==> src/rtl/mixer_ctrl.sv <==
// mixer_ctrl: user-input controller for the RGB mixer.
// Encoder detents step the selected 8-bit level with saturation, a short
// button press cycles the selected channel R->G->B->R, and a long press
// clears all levels and emits a one-cycle 'cleared' pulse.
module mixer_ctrl #(
  parameter int unsigned STEP        = 1,
  parameter int unsigned LONG_CYCLES = 1000
) (
  input  logic       clk,
  input  logic       reset,
  input  logic       enc_a,
  input  logic       enc_b,
  input  logic       btn,
  output logic [7:0] level_r,
  output logic [7:0] level_g,
  output logic [7:0] level_b,
  output logic [1:0] sel,
  output logic       cleared
);

  typedef enum logic [1:0] {
    IDLE     = 2'd0,
    PRESS    = 2'd1,
    WAIT_REL = 2'd2
  } state_t;

  localparam logic [8:0]  STEP9     = 9'(STEP);
  localparam logic [15:0] HOLD_LAST = 16'(LONG_CYCLES - 1);

  state_t      state_q;
  logic [15:0] hcnt_q;
  logic        prev_a_q;
  logic [7:0]  level_r_q, level_g_q, level_b_q;
  logic [7:0]  level_r_d, level_g_d, level_b_d;
  logic [1:0]  sel_q;
  logic [1:0]  sel_adv_s;
  logic        cleared_q;
  logic        detent_s;

  // Saturating 9-bit step of one level: up clamps at 255, down clamps at 0.
  function automatic logic [7:0] step_level(input logic [7:0] lvl, input logic up);
    logic [8:0] sum;
    if (up) begin
      sum = {1'b0, lvl} + STEP9;
      if (sum > 9'd255) begin
        return 8'hFF;
      end else begin
        return sum[7:0];
      end
    end else begin
      if ({1'b0, lvl} < STEP9) begin
        return 8'd0;
      end else begin
        sum = {1'b0, lvl} - STEP9;
        return sum[7:0];
      end
    end
  endfunction

  assign detent_s = enc_a & ~prev_a_q;

  // Next channel on a short press: R->G->B->R.
  always_comb begin
    sel_adv_s = 2'd0;
    case (sel_q)
      2'd0:    sel_adv_s = 2'd1;
      2'd1:    sel_adv_s = 2'd2;
      default: sel_adv_s = 2'd0;
    endcase
  end

  // Detent applied to the currently selected level; other levels hold.
  always_comb begin
    level_r_d = level_r_q;
    level_g_d = level_g_q;
    level_b_d = level_b_q;
    if (detent_s) begin
      case (sel_q)
        2'd0:    level_r_d = step_level(level_r_q, ~enc_b);
        2'd1:    level_g_d = step_level(level_g_q, ~enc_b);
        2'd2:    level_b_d = step_level(level_b_q, ~enc_b);
        default: level_r_d = level_r_q;
      endcase
    end else begin
      level_r_d = level_r_q;
    end
  end

  // Button FSM plus level/selection registers; a clear overrides any detent.
  always_ff @(posedge clk) begin
    if (reset) begin
      state_q   <= WAIT_REL;
      hcnt_q    <= 16'd0;
      prev_a_q  <= enc_a;
      level_r_q <= 8'd0;
      level_g_q <= 8'd0;
      level_b_q <= 8'd0;
      sel_q     <= 2'd0;
      cleared_q <= 1'b0;
    end else begin
      prev_a_q  <= enc_a;
      cleared_q <= 1'b0;
      level_r_q <= level_r_d;
      level_g_q <= level_g_d;
      level_b_q <= level_b_d;
      case (state_q)
        IDLE: begin
          if (btn) begin
            state_q <= PRESS;
            hcnt_q  <= 16'd1;
          end
        end
        PRESS: begin
          if (!btn) begin
            state_q <= IDLE;
            sel_q   <= sel_adv_s;
          end else if (hcnt_q == HOLD_LAST) begin
            state_q   <= WAIT_REL;
            level_r_q <= 8'd0;
            level_g_q <= 8'd0;
            level_b_q <= 8'd0;
            sel_q     <= 2'd0;
            cleared_q <= 1'b1;
          end else begin
            hcnt_q <= hcnt_q + 16'd1;
          end
        end
        WAIT_REL: begin
          if (!btn) begin
            state_q <= IDLE;
          end
        end
        default: begin
          state_q <= WAIT_REL;
        end
      endcase
    end
  end

  assign level_r = level_r_q;
  assign level_g = level_g_q;
  assign level_b = level_b_q;
  assign sel     = sel_q;
  assign cleared = cleared_q;

endmodule

==> config.mk <==
export PLATFORM = sky130hd
export DESIGN_NAME = mixer_ctrl
export DESIGN_NICKNAME = d
export VERILOG_FILES = /design/src/rtl/mixer_ctrl.sv
export SDC_FILE = /design/constraint.sdc
export NUM_CORES = 1
export LEC_CHECK = 0
export ABC_AREA = 1
export ABC_CLOCK_PERIOD_IN_PS = 1700
export CAP_MARGIN = 20
export CORE_ASPECT_RATIO = 1.25
export CORE_MARGIN = 1
export CORE_UTILIZATION = 53
export DETAILED_ROUTE_END_ITERATION = 10
export GPL_TIMING_DRIVEN = 0
export PLACE_DENSITY_LB_ADDON = 0.05
export SYNTH_ARGS = -nofsm -noshare
export SYNTH_HDL_FRONTEND = slang
export SYNTH_SLANG_ARGS = --single-unit
==> constraint.sdc <==
create_clock -name clk -period 1.7 [get_ports clk]
set_clock_uncertainty 0.15 [all_clocks]
set_input_delay 0.34 -clock clk [delete_from_list [all_inputs] [get_ports clk]]
set_output_delay 0.34 -clock clk [all_outputs]
set_load 0.005 [all_outputs]
* Word-level counts from Yosys, hierarchy flattened
Cells that the tools add are included.
** Operators by class
- $lt $le $gt $ge :: 6
- Equal/unequal tests :: 11
- Add/sub/neg operators :: 7
- $mul :: 0
- Divide/modulo/power cells :: 0
- Bitwise gates (word level) :: 4
- Muxes and demuxes :: 37
- Reduce and logical (&&, ||, !) cells :: 7
- Shift operators :: 0
** Operators by type and width (count)
- two-way mux 8 bit :: 24
- two-way mux 16 bit :: 3
- case mux 16 bit (2 select lines) :: 1
- adder 8 x 1 -> 9 bit, second input constant :: 3
- greater-than comparator 9 x 8 -> 1 bit, second input constant :: 3
- < comparator 8 x 1 -> 1 bit, second input constant :: 3
- subtractor 8 x 1 -> 8 bit, second input constant :: 3
- adder 16 x 1 -> 16 bit, second input constant :: 1
- == test 16 x 10 -> 1 bit, second input constant :: 1
- two-way mux 2 bit :: 6
- inequality test 2 bit, second input constant :: 4
- case mux 2 bit (3 select lines) :: 1
- == test 2 x 1 -> 1 bit, second input constant :: 2
- == test 2 bit, second input constant :: 2
- zero test 2 bit :: 2
- case mux 2 bit (2 select lines) :: 1
- AND reduction 4 bit :: 1
- inequality test 3 bit, second input constant :: 1
- inverter 1 bit :: 3
- AND reduction 3 bit :: 1
- OR reduction 3 bit :: 1
- inequality test 2 x 1 -> 1 bit, second input constant :: 1
- AND reduction 2 bit :: 1
- nonzero test 2 bit :: 1
- other kinds (2) :: 2
** Word-level totals
- Flip-flop bits (word level) :: 46
- Bits in read-only memories :: 0
- Bits in latches :: 0
- Input port bits :: 5
- Logic and storage cells :: 80
- Memories kept :: 0
- Memory bits (writable) :: 0

* Longest topological paths before layout
Gate-level depths: netlist of run 1.
- Word-level depth :: 9
- Depth in mapped cells :: 11

* Least setup slack after synthesis of run 1
OpenSTA, ideal clock, no wires.
- Kind :: register to register
- From :: register hcnt_q[0]
- To :: register hcnt_q[13]
- Arrival :: 1.430 ns
- Setup time :: 0.129 ns
- Stages on the path, launching flop included :: 10
- Required time :: 1.421 ns
- Slack :: -0.009 ns
- Buffers on the path :: 1
- Path through :: dfxtp_1 > ha_1 > nand3_1 > nor3_4 > nand3_2 > nand2_4 > buf_8 > nor2_1 > a21oi_1 > nor2_1
** On the way
- Longest elaborated chain between the ends :: 4
- Elaborated cells between the ends (all ways) :: 7
** Ends and longest elaborated chain
- from (decl) :: RTL line 31 : logic [15:0] hcnt_q;
- from (signal assigned) :: RTL line 125 : hcnt_q <= hcnt_q + 16'd1;
- adder 16 x 1 -> 16 bit :: RTL line 125
- two-way mux 16 bit :: RTL line 117 : end else if (hcnt_q == HOLD_LAST) begin
- two-way mux 16 bit :: RTL line 114 : if (!btn) begin
- case mux 16 bit (2 select lines) :: RTL line 106 : case (state_q)
Several ways; a longest one is shown, not always the timed one. The select of a mux whose other input is x is not followed.
A chain may end at the register's enable or synchronous reset.

* Worst setup path in the final report of run 1
- From :: register hcnt_q[0]
- To :: register hcnt_q[3]
Same word-level chain as after synthesis.

==> flow_summary.ini, run 1 <==
[timing]
fmax_mhz = 565
final-setup-viol-count = 8
period_needed_ps = 1770
max_slew.worst_pin.slew_ps = 502
period_share_pct = 104
timing.final.max_slew_violations = 0
slew_headroom_pct = 66.5
finalHoldViolCount = 0
unrepaired_setup_endpoints_after_global_routing = yes
final.setup.worst_slack_ps = -68.6

[layout]
diodes = 0
final_cells = 747
design.final.nets = 674
drive_gt1_share_pct = 32.4
area.growth.synth_to_final_pct = 37.2
fillcell_total = 494

[clock_tree]
cts_max_path_buffers = 2
tritoncts.num_buffers = 5
clk_pin_slew_ps = 90
clock-sinks = 46
ctsRootBufferMaster = sky130_fd_sc_hd__clkbuf_8
clk-insertion-delay-late_ps = 300
cts.htree.levels = 2
tritoncts = built
number_of_hold_buffers_added_after_cts = 0

[logic_synthesis]
synth.ff_latch_count = 46
ys_top_cells_by_area = sky130_fd_sc_hd__dfxtp_1, sky130_fd_sc_hd__nand2_1, sky130_fd_sc_hd__inv_1, sky130_fd_sc_hd__nor2_1, sky130_fd_sc_hd__nand3_1
yosysTopAreaCellShare_pct = 24.8
syn-num-nets = 599
yosys.cell_types.count = 38
warnings_synthesis = 0
synthCells = 584
netlist.top_cell.by_area = sky130_fd_sc_hd__dfxtp_1
seq_area_frac_synth_pct = 24.8
avgSynthCellArea_um2 = 6.35
synthesis.area_um2 = 3710

[routing]
drt-initial-drc-count = 209
drt_pre_antenna_iters = 5
drc = 0
dr_total_vias = 4201
wl_cell_um = 15.0
route.antenna.remaining_nets = 0
via_per_inst = 5.62
wirelength_um = 11200

[global_routing]
largest_net_degree_at_the_start_of_global_routing = 14
global_route.usage.total_pct = 28.1
grt_overflow = 0
global_route_wire_length_before_repair_um = 16500
antenna_found_initial = 0
grt_pass1_vias = 3676

[critical_path]
critical_path.top_delay_family = simple AND/OR/NAND/NOR gates
timing.critical_path.required_ps = 1730
cp-start-kind = flop
worstPathCellList = ha_4 -> nand3_4 -> nor3_4 -> nand3_2 -> nand2_4 -> buf_4 -> o21ai_0 -> nand2_1 -> nor2_1
crit_path_max_fanout = 7
crit_arrival_ps = 1800
critical-path-max-stage-delay_ps = 370
path_buf_inv = 1
worstSetupPathType = reg2reg
worstSetupEndpointType = flop
critical-path-slowest-cell = sky130_fd_sc_hd__dfxtp_4

[place]
dp.cells = 701
port-buffer-count = 30
gp_congestion = 0.929
post-dp-hpwl_um = 6950
post-place-ws_ps = -716

[floorplan]
rows = 33
die_width_um = 76.8
die_h_um = 95.5
top_level_ports = 32
die-area_um2 = 7340
initial_utilization_pct = 55.8
design.core.area_um2 = 6650

[flow_run]
cap_viol_max_count = 0

[status]
failing_checks = setup timing
status = finished, violations left

[power]
powerDensity_nw_per_um2 = 451
power.ir.vdd_worst_uv = 499
leakage_nw = 2.41

[worst_hold_path]
holdCritPathClass = in2reg
==> flip-flops by register name, indices dropped and copies added (netlist names) <==
signal / cells
level_b: 8
prev_a_q: 1
level_g: 8
hcnt_q: 16
state_q: 2
sel: 2
level_r: 8
cleared: 1
==> layer usage <==
metal / wire, µm / track usage (%)
met2: 5940 / 52.5
met1: 4380 / 32.6
met5: 0 / 0
met3: 611 / 3.73
met4: 258 / 10.4
==> cells by family (layout without fill, tap and decap cells) <==
logic type,after synthesis,count (layout),synth area share (%)
xor+xnor,21,21,4.96
flops,46,46,24.8
fa+ha+maj,10,10,3.37
compound gates,80,80,12.7
simple gates,326,326,42.4
buf+inv,101,177,11.8
==> synthesized netlist by cell type (all sizes together) <==
| cell type | n |
|---|---|
| buf | 13 |
| o21ai | 27 |
| o21bai | 2 |
| nor3b | 1 |
| a21oi | 43 |
| a211oi | 1 |
| inv | 84 |
| nor2 | 78 |
| a31oi | 1 |
| nand4 | 23 |
| clkbuf | 3 |
| o211ai | 5 |
| nand2 | 138 |
| a31o | 1 |
| dfxtp | 46 |
| nor3 | 20 |
| ha | 10 |
| clkinv | 1 |
| xnor2 | 4 |
| nand3b | 1 |
| nand3 | 65 |
| xor2 | 17 |
==> stage by stage <==
step	hold WS, ps	area [µm²]	util [%]	TNS [ps]	power [mW]
CTS	300	4550	68.5	-458	2.22
global route	314	5090	76.5	-1990	2.40
detailed placement	330	4120	62.0	-14560	1.49
finish	318	5090	76.5	-216	2.29
floorplan	218	3710	-	0	1.38
global placement	318	4120	62.0	-13110	1.48
==> worst register-to-register path, delay by kind of cell, from the launching register on <==
kind | cells | cell delay [ps]
compound gates | 1 | 90
buf+inv | 1 | 140
flops | 1 | 370
simple gates | 6 | 740
fa+ha+maj | 1 | 170
==> final cells by class <==
type | instances | area, µm² | area share [%]
Inverter | 85 | 343 | 6.74
Clock inverter | 1 | 5.00 | 0.0984
Tap cell | 87 | 109 | 2.14
Sequential cell | 46 | 1010 | 19.8
Clock buffer | 7 | 86.3 | 1.70
Multi-Input combinational cell | 437 | 2770 | 54.4
Timing Repair Buffer | 68 | 628 | 12.3
Buffer | 16 | 140 | 2.75
==> cell usage in the layout, fill, tap and decap left out, types with 10 or more instances in the layout <==
cell | synthesis | layout
sky130_fd_sc_hd__clkdlybuf4s50_1 | 0 | 15
sky130_fd_sc_hd__nand3_2 | 13 | 21
sky130_fd_sc_hd__nor3_1 | 18 | 12
sky130_fd_sc_hd__inv_1 | 80 | 69
sky130_fd_sc_hd__nand2_1 | 132 | 119
sky130_fd_sc_hd__o21ai_0 | 26 | 21
sky130_fd_sc_hd__a21oi_2 | 11 | 19
sky130_fd_sc_hd__nand3_1 | 52 | 41
sky130_fd_sc_hd__nor2_2 | 3 | 13
sky130_fd_sc_hd__xor2_1 | 17 | 17
sky130_fd_sc_hd__buf_4 | 3 | 42
sky130_fd_sc_hd__nand2_2 | 4 | 15
sky130_fd_sc_hd__nor2_4 | 2 | 10
sky130_fd_sc_hd__dfxtp_4 | 0 | 21
sky130_fd_sc_hd__a21oi_1 | 32 | 24
sky130_fd_sc_hd__nand4_1 | 19 | 19
sky130_fd_sc_hd__dfxtp_1 | 46 | 17
sky130_fd_sc_hd__nor2_1 | 73 | 55
sky130_fd_sc_hd__dlymetal6s2s_1 | 0 | 13
==> final timing paths <==
kind,cells past startpoint,slack [ps],endpoint,startpoint
hold / removal,2,320,hcnt_q[5],reset
setup reg to reg,9,-70,hcnt_q[3],hcnt_q[0]
hold reg to reg,2,340,level_b[6],level_b[6]
setup / recovery,9,-70,hcnt_q[3],hcnt_q[0]
==> power by group <==
group / internal (mW) / switching, mW / total (mW)
Combinational: 0.195 / 0.274 / 0.469
Sequential: 1.08 / 0.0347 / 1.11
Clock: 0.329 / 0.385 / 0.715
Total: 1.60 / 0.695 / 2.29
==> repair_timing <==
item                                    CTS  global route
resized for setup                        77           115
buffers inserted                         17            21
endpoints found under the setup margin   63            60
cloned                                    1             0
pin swaps                                11            30
No activity file was read; power rests on OpenSTA's default activity.
==> run 2: changes to the inputs <==
- CELL_PAD_IN_SITES_DETAIL_PLACEMENT: default -> 1
- CELL_PAD_IN_SITES_GLOBAL_PLACEMENT: default -> 1
- CORE_UTILIZATION: 53 -> 37
==> run 2 against run 1 <==
  * The run still ends with setup timing left
  * Core utilization decreased by 18 points
  * Hold slack got worse by 240 ps
  * Cell area increased by 11%
  * Critical path type unchanged
  * Via count increased by 5.5%
  * Worst setup slack got worse by 91 ps
  * Count of clock-buffer cells in the layout unchanged
  * Routed wire length increased by 36%
==> flow_summary.ini, run 2 (synthesis gave the netlist of run 1 again) <==
[layout]
fillcell_total = 1188
drive_gt1_share_pct = 41.2
layout.area.seq_um2 = 1010
largest_reg_flops = 16
area_used_by_multi_input_combinational_logic_um2 = 3000
area.growth.synth_to_final_pct = 52.4
max_flop_register = hcnt_q
mostFrequentLayoutCells = sky130_fd_sc_hd__nand2_1, sky130_fd_sc_hd__inv_1, sky130_fd_sc_hd__nor2_1
layout_commonest_cell = sky130_fd_sc_hd__nand2_1
diodes = 0
design.final.nets = 688
final_cells = 800

[floorplan]
rows = 40
initial_utilization_pct = 38.4
top_level_ports = 32
die_h_um = 114
design.core.area_um2 = 9660
die_width_um = 91.6
die-area_um2 = 10400

[clock_tree]
clock-sinks = 46
ctsRootBufferMaster = sky130_fd_sc_hd__clkbuf_16
tritoncts.num_buffers = 5
number_of_hold_buffers_added_after_cts = 0
cts_max_path_buffers = 2
clk-insertion-delay-late_ps = 290
cts.htree.levels = 2
tritoncts = built
clk_pin_slew_ps = 70

[timing]
slew_headroom_pct = 54.3
finalHoldViolCount = 0
final.setup.worst_slack_ps = -160
unrepaired_setup_endpoints_after_global_routing = yes
period_needed_ps = 1860
final-setup-viol-count = 35
max_slew.worst_pin.slew_ps = 685
fmax_mhz = 538
timing.final.max_slew_violations = 0
final.hold.worst_slack_ps = 74.6
period_share_pct = 109

[global_routing]
antenna_found_initial = 0
grt_pass1_vias = 4219
global_route.usage.total_pct = 25.3
grt_overflow = 0
largest_net_degree_at_the_start_of_global_routing = 14
global_route_wire_length_before_repair_um = 20900

[flow_run]
cap_viol_max_count = 0

[routing]
drc = 0
dr_total_vias = 4432
wirelength_um = 15200
wl_cell_um = 19.0
via_per_inst = 5.54
drt-initial-drc-count = 214
route.antenna.remaining_nets = 0
drt_pre_antenna_iters = 4

[power]
leakage_nw = 2.55
powerDensity_nw_per_um2 = 495
power.ir.vdd_worst_uv = 437
fin_total_pwr_mw = 2.80

[status]
failing_checks = setup timing
status = finished, violations left

[critical_path]
worstSetupEndpointType = flop
r2r.worst_path.cells = 9
timing.critical_path.required_ps = 1720
crit_arrival_ps = 1880
crit_path_max_fanout = 7
worstReg2RegEnd = hcnt_q[0]
worstReg2RegStart = hcnt_q[0]
cp-start-kind = flop
ff2ff_setup_slack_ps = -160
worstSetupPathType = reg2reg

[place]
gp_congestion = 0.853
dp.cells = 740
post-place-ws_ps = -602
port-buffer-count = 30
post-dp-hpwl_um = 8700

[worst_hold_path]
whs_endpoint = prev_a_q
hold-path-cell-count = 1
holdCritPathClass = in2reg
hold_crit_start = enc_a
run 2: cell count changes in the layout (fill, tap and decap cells not counted), moves of 8 or more:
cell	before	now
sky130_fd_sc_hd__nand2_1	119	109
sky130_fd_sc_hd__inv_1	69	60
sky130_fd_sc_hd__nand3_1	41	28
sky130_fd_sc_hd__nand3_2	21	29
sky130_fd_sc_hd__inv_2	8	16
run 2: repair_timing:
item,in CTS,in global routing
setup buffers,24,25
resized for setup,132,127
pin swaps,29,39
setup endpoints to repair,62,53
gates cloned,3,2
run 2: cell type report:
| cell class | count | share of cell area (%) |
|---|---|---|
| buffer | 16 | 2.48 |
| clock buffer | 7 | 2.35 |
| clock inverter | 1 | 0.531 |
| inverter | 85 | 6.44 |
| multi-input combinational | 438 | 53.1 |
| sequential | 46 | 17.8 |
| tap | 126 | 2.79 |
| timing repair buffer | 80 | 14.3 |
| timing repair inverter | 1 | 0.199 |
run 2: worst max-delay path by stage:
stage	startpoint	end	slack (ps)	cells past startpoint
3_3_place_gp	enc_a	level_b[7]	-630	9
5_1_grt	hcnt_q[0]	hcnt_q[0]	-220	9
6_report	hcnt_q[0]	hcnt_q[0]	-160	9
2_1_floorplan	hcnt_q[0]	hcnt_q[13]	10	9
4_1_cts	level_r[0]	level_r[3]	-70	11
3_5_place_dp	enc_a	level_b[7]	-600	9
run 2: per-layer routing:
| metal | vias to the layer above | GRT usage (%) | routed length, µm |
|---|---|---|---|
| met5 | - | 0 | 0 |
| met4 | 0 | 7.94 | 415 |
| met3 | 37 | 2.27 | 469 |
| met2 | 94 | 47.6 | 8090 |
| met1 | 2221 | 30.0 | 6190 |
| li1 | 2080 | - | - |
run 2: metrics by stage:
stage | utilization, % | setup TNS, ps | instance area, µm²
final | 58.5 | -1620 | 5650
after global routing | 58.5 | -4850 | 5650
after CTS | 51.7 | -346 | 4990
after detailed placement | 43.2 | -15220 | 4170
after global placement | 43.2 | -14270 | 4170
after floorplan | - | 0 | 3710
run 2: power breakdown:
part	leakage, nW	total [mW]	internal [mW]	switching [mW]
clock network	0.0781	1.14	0.697	0.443
logic	2.08	0.543	0.225	0.318
registers	0.394	1.11	1.08	0.0326
total	2.55	2.80	2.00	0.794
run 2: worst max-delay path, cell delays in order (launching register included):
cell and delay [ps]:
sky130_fd_sc_hd__dfxtp_4 360, sky130_fd_sc_hd__ha_4 180, sky130_fd_sc_hd__nand3_4 70, sky130_fd_sc_hd__nor3_4 200, sky130_fd_sc_hd__nand3_4 140, sky130_fd_sc_hd__nand2_8 140, sky130_fd_sc_hd__buf_8 150, sky130_fd_sc_hd__clkinv_8 70
sky130_fd_sc_hd__o21ai_0 190, sky130_fd_sc_hd__a21oi_1 80
